`config.mk`:
```
export PLATFORM = sky130hd
export DESIGN_NAME = ex_stage_sequencer
export DESIGN_NICKNAME = d
export VERILOG_FILES = /design/src/rtl/ex_stage_sequencer.sv
export SDC_FILE = /design/constraint.sdc
export NUM_CORES = 1
export LEC_CHECK = 0
export BUFFER_PORTS_ARGS = -buffer_cell sky130_fd_sc_hd__buf_2
export CAP_MARGIN = 30
export CORE_MARGIN = 2
export CORE_UTILIZATION = 35
export CTS_BUF_LIST = sky130_fd_sc_hd__clkbuf_4 sky130_fd_sc_hd__clkbuf_8
export DETAILED_ROUTE_END_ITERATION = 8
export SKIP_CTS_REPAIR_TIMING = 1
export SYNTH_ARGS = -nofsm -noshare
export SYNTH_HDL_FRONTEND = slang
export SYNTH_SLANG_ARGS = --single-unit
```
`constraint.sdc`:
```
create_clock -name clock -period 3.7 [get_ports clock]
set_input_delay 0.74 -clock clock [delete_from_list [all_inputs] [get_ports clock]]
set_output_delay 0.74 -clock clock [all_outputs]
set_load 0.01 [all_outputs]
```
`src/rtl/ex_stage_sequencer.sv`:
```
`default_nettype none
// ============================================================================
// Module      : ex_stage_sequencer
// Description : Execute-stage sequencer. Decodes the ID/EX operation class,
//               drives the EX/MEM input mux selects and load strobe, runs
//               multi-cycle ALU operations with a latency down-counter,
//               stalls ID/EX while waiting, and keeps a saturating
//               stall-cycle counter for performance debug.
// Revision    : 1.0 - initial release
// ============================================================================
module ex_stage_sequencer #(
  parameter int MUL_CYCLES = 4
) (
  input  logic        clock,
  input  logic        reset,
  input  logic        flush,
  input  logic        id_ex_valid,
  input  logic [2:0]  op_class,
  input  logic        ex_mem_ready,
  output logic [1:0]  sel_signals,
  output logic        ex_mem_load,
  output logic        alu_start,
  output logic        stall_id,
  output logic        busy,
  output logic [15:0] stall_cycles
);

  // Operation class encodings as seen in ID/EX.
  localparam logic [2:0] c_op_nop     = 3'd0;
  localparam logic [2:0] c_op_pass    = 3'd1;
  localparam logic [2:0] c_op_alu_top = 3'd2;
  localparam logic [2:0] c_op_alu_bot = 3'd3;
  localparam logic [2:0] c_op_alu16   = 3'd4;
  localparam logic [2:0] c_op_multi   = 3'd5;

  // Mux select patterns: bit0 = top byte from ALU, bit1 = bottom byte from ALU.
  localparam logic [1:0] c_sel_pass = 2'b00;
  localparam logic [1:0] c_sel_top  = 2'b01;
  localparam logic [1:0] c_sel_bot  = 2'b10;
  localparam logic [1:0] c_sel_both = 2'b11;

  // The counter is loaded with latency-1 in the accept cycle, so the load
  // lands MUL_CYCLES cycles after the start pulse.
  localparam logic [3:0]  c_cnt_init  = 4'(MUL_CYCLES - 1);
  localparam logic [15:0] c_stall_max = 16'hFFFF;

  typedef enum logic [0:0] {
    ST_IDLE  = 1'b0,
    ST_MULTI = 1'b1
  } state_t;

  state_t      r_state;
  state_t      w_state_nxt;
  logic [3:0]  r_cnt;
  logic [3:0]  w_cnt_nxt;
  logic [15:0] r_stall_cycles;

  logic [1:0]  w_dec_sel;
  logic        w_dec_single;
  logic        w_dec_multi;

  // Decode the op class into a mux pattern and single/multi-cycle kind;
  // NOP and the unused codes 6/7 decode to neither kind.
  always_comb begin
    w_dec_sel    = c_sel_pass;
    w_dec_single = 1'b0;
    w_dec_multi  = 1'b0;
    case (op_class)
      c_op_nop: begin
        w_dec_sel = c_sel_pass;
      end
      c_op_pass: begin
        w_dec_sel    = c_sel_pass;
        w_dec_single = 1'b1;
      end
      c_op_alu_top: begin
        w_dec_sel    = c_sel_top;
        w_dec_single = 1'b1;
      end
      c_op_alu_bot: begin
        w_dec_sel    = c_sel_bot;
        w_dec_single = 1'b1;
      end
      c_op_alu16: begin
        w_dec_sel    = c_sel_both;
        w_dec_single = 1'b1;
      end
      c_op_multi: begin
        w_dec_sel   = c_sel_both;
        w_dec_multi = 1'b1;
      end
      default: begin
        w_dec_sel = c_sel_pass;
      end
    endcase
  end

  // Next-state and output logic; reset forces everything quiet, flush kills
  // any load/start and releases the stall, then normal sequencing applies.
  always_comb begin
    w_state_nxt = r_state;
    w_cnt_nxt   = r_cnt;
    sel_signals = c_sel_pass;
    ex_mem_load = 1'b0;
    alu_start   = 1'b0;
    stall_id    = 1'b0;
    busy        = 1'b0;

    if (reset) begin
      w_state_nxt = ST_IDLE;
      w_cnt_nxt   = 4'd0;
    end else if (flush) begin
      busy        = (r_state == ST_MULTI);
      sel_signals = (r_state == ST_MULTI) ? c_sel_both
                  : (id_ex_valid ? w_dec_sel : c_sel_pass);
      w_state_nxt = ST_IDLE;
      w_cnt_nxt   = 4'd0;
    end else begin
      case (r_state)
        ST_IDLE: begin
          if (id_ex_valid && w_dec_single) begin
            sel_signals = w_dec_sel;
            ex_mem_load = ex_mem_ready;
            stall_id    = ~ex_mem_ready;
          end else if (id_ex_valid && w_dec_multi) begin
            sel_signals = c_sel_both;
            alu_start   = 1'b1;
            stall_id    = 1'b1;
            w_state_nxt = ST_MULTI;
            w_cnt_nxt   = c_cnt_init;
          end
        end
        ST_MULTI: begin
          busy        = 1'b1;
          sel_signals = c_sel_both;
          if (r_cnt != 4'd0) begin
            w_cnt_nxt = r_cnt - 4'd1;
            stall_id  = 1'b1;
          end else if (ex_mem_ready) begin
            ex_mem_load = 1'b1;
            w_state_nxt = ST_IDLE;
          end else begin
            stall_id = 1'b1;
          end
        end
        default: begin
          w_state_nxt = ST_IDLE;
          w_cnt_nxt   = 4'd0;
        end
      endcase
    end
  end

  // State and latency counter registers.
  always_ff @(posedge clock) begin
    if (reset) begin
      r_state <= ST_IDLE;
      r_cnt   <= 4'd0;
    end else begin
      r_state <= w_state_nxt;
      r_cnt   <= w_cnt_nxt;
    end
  end

  // Saturating count of stalled cycles; only reset clears it.
  always_ff @(posedge clock) begin
    if (reset) begin
      r_stall_cycles <= 16'd0;
    end else if (stall_id && (r_stall_cycles != c_stall_max)) begin
      r_stall_cycles <= r_stall_cycles + 16'd1;
    end
  end

  assign stall_cycles = r_stall_cycles;

endmodule
`default_nettype wire

```
==> impl_metrics.yaml <==
outcome:
  status: "finished, final reports clean"
sta:
  hold_viol: 0
  worst_pin_slew_ns: 0.5511
  grt_setup_unrepaired: "no"
  min_period_over_period_pct: 78.32
  setup_viol: 0
  hold_ws_ns: 0.5187
  slew_headroom_pct: 62.73
  slew_violations: 0
  period_needed_ns: 2.898
  tns_ns: 0
  fmax_mhz: 345.1
  fin_worst_skew_ns: 0.01082
run:
  drv_cap: 0
worst_setup_path:
  crit_type: "flop to output pin"
  crit_fanout: 20
  required_ns: 2.96
  r2r_cells: 7
  start_kind: "flop"
  cp-end-kind: "output pin"
  ff2ff_setup_slack_ns: 1.40
  arrival_ns: 2.16
drt:
  drc: 0
  routedWlPerCell_um: 12.57
  num_vias: 1237
  drt-vias-per-instance: 5.449
  first_iter_violations: 37
  drt-total-wl_mm: 2.854
  ant_nets: 0
  first_pass_iters: 4
place:
  dp_hpwl_mm: 2.116
  portBuffers: 29
  gp_congestion: 0.8092
floorplanning:
  die_area_mm2: 0.004161
  start_util_pct: 37.51
  rows: 21
  chipWidth_um: 64.51
  ioPinCount: 30
  core-area_mm2: 0.003416
  die_height_um: 64.51
synth:
  synth.distinct_cells: 44
  syn-cell-area_mm2: 0.001281
  synth_area_per_cell_um2: 8.374
  syn_inst: 153
  syn_nets: 163
  ys_seq_area_share_pct: 32.81
  ys_warn_count: 0
  ys_ff_latch: 21
clock_tree:
  clk_path_buf_depth: 2
  insertion_delay_ns: 0.30
  clkTransAtPathRegs_ns: 0.12
  cts_root_buffer: "clkbuf_4"
  cts.sinks: 21
  htree_num_levels: 1
  cts-buffers-inserted: 3
  cts_tree: "yes"
cells_and_area:
  drive_above_1_share_pct: 24.31
  final_nets: 192
  fillCellCount: 374
  synthToLayoutAreaGrowth_pct: 15.43
  layout_commonest_cell: "buf_2"
  final_cell_mix: "buf_2, nor2_1, dfxtp_1"
  antennaDiodeCount: 0
min_path:
  hp-class: "flop to flop"
  hold_depth: 1
global_route:
  grt_use_total_pct: 14.90
  grt_pass1_wl_mm: 4.995
  antenna_found_initial: 0
  grt_max_degree: 26
  grt_pass1_vias: 1147
  grt_remaining_overflow: 0
power_and_ir_drop:
  cellLeakagePower_nw: 0.6095
  ir_drop_uv: 83.83
  power_density_mw_per_mm2: 260.2
-- synthesized netlist by cell type (all sizes together) --
master / number / share of area, %
clkbuf: 2 / 0.59
buf: 3 / 2.1
a22oi: 1 / 0.98
dfxtp: 21 / 33
nand2: 12 / 3.5
nor3b: 1 / 0.59
a221oi: 1 / 0.68
xor2: 2 / 1.4
nor3: 3 / 2.1
a211oi: 3 / 1.8
o311ai: 3 / 2.1
nor4: 7 / 3.9
ha: 2 / 2.0
nand3: 10 / 4.3
o31ai: 1 / 0.59
inv: 8 / 2.3
a41oi: 1 / 0.68
and4: 2 / 1.6
mux2: 7 / 6.4
a31o: 1 / 0.68
mux2i: 1 / 0.78
or2: 1 / 0.49
nor2: 22 / 6.4
nor4b: 1 / 0.68
a31oi: 2 / 0.98
nand4b: 1 / 1.2
a311oi: 1 / 0.68
nor4bb: 1 / 1.3
nor2b: 9 / 4.4
and3b: 1 / 0.68
or3: 3 / 1.5
o21ai: 5 / 2.0
nand4: 4 / 3.1
o41ai: 2 / 1.4
a21oi: 6 / 2.3
or4: 2 / 1.2
-- state kept, by name, indices dropped and copies added (netlist names) --
| register | flops |
|---|---|
| r_cnt | 4 |
| r_state | 1 |
| stall_cycles | 16 |
-- metrics by stage --
stage | cells | setup slack [ns] | instance area, um2 | power (W) | utilization [%]
after global routing | 227 | 0.6295 | 1479 | 0.0004041 | 43.30
after detailed placement | 223 | 0.9009 | 1449 | 0.0002690 | 42.42
after global placement | 223 | 0.9373 | 1449 | 0.0002677 | 42.42
after floorplan | 153 | 1.355 | 1281 | 0.0002563 | -
after CTS | 227 | 0.8026 | 1479 | 0.0003890 | 43.30
final | 227 | 0.8022 | 1479 | 0.0003849 | 43.30
-- worst paths after layout --
check,from,end
worst min register to register,r_cnt[0],r_cnt[0]
worst min-delay path,r_cnt[0],r_cnt[0]
worst max register to register,r_cnt[0],stall_cycles[10]
worst max-delay path,r_cnt[0],stall_id
-- power by group --
part | total (W) | internal [W] | leakage, nW | switching [W]
clock network | 0.000121 | 0.0000493 | 0.0184 | 0.0000715
registers | 0.000229 | 0.000227 | 0.169 | 0.00000171
logic | 0.0000349 | 0.0000132 | 0.422 | 0.0000217
total | 0.000385 | 0.000290 | 0.610 | 0.0000949
-- final cells by class --
cell class / instances / area (um2) / area share (%)
multi-input combinational: 119 / 795.8 / 53.81
sequential: 21 / 420.4 / 28.43
timing repair buffer: 29 / 145.1 / 9.814
tap: 46 / 57.56 / 3.892
clock buffer: 4 / 30.03 / 2.030
inverter: 8 / 30.03 / 2.030
-- worst max-delay path: stages (launching register included) --
cell	delay (ns)
dfxtp_1	0.36
inv_1	0.06
ha_1	0.15
nor4bb_2	0.54
a22oi_2	0.16
nand3_2	0.30
inv_2	0.12
buf_2	0.16
-- kinds of logic after synthesis --
kind of cell	Yosys count	synth area share (%)
muxes	8	7.226
adders and majority gates	2	1.953
and+or+nand+nor	80	36.82
xor gates and xnor gates	2	1.367
buffers and inverters	13	5.078
AOI/OAI and AO/OA	27	14.75
DFF	21	32.81
-- metal layers --
metal | routed length (um) | GRT usage (%)
met5 | 0 | 0
met4 | 36 | 7.447
met3 | 95 | 1.910
met2 | 1315 | 23.96
met1 | 1407 | 19.57
Power figures use the tool's default switching activity.
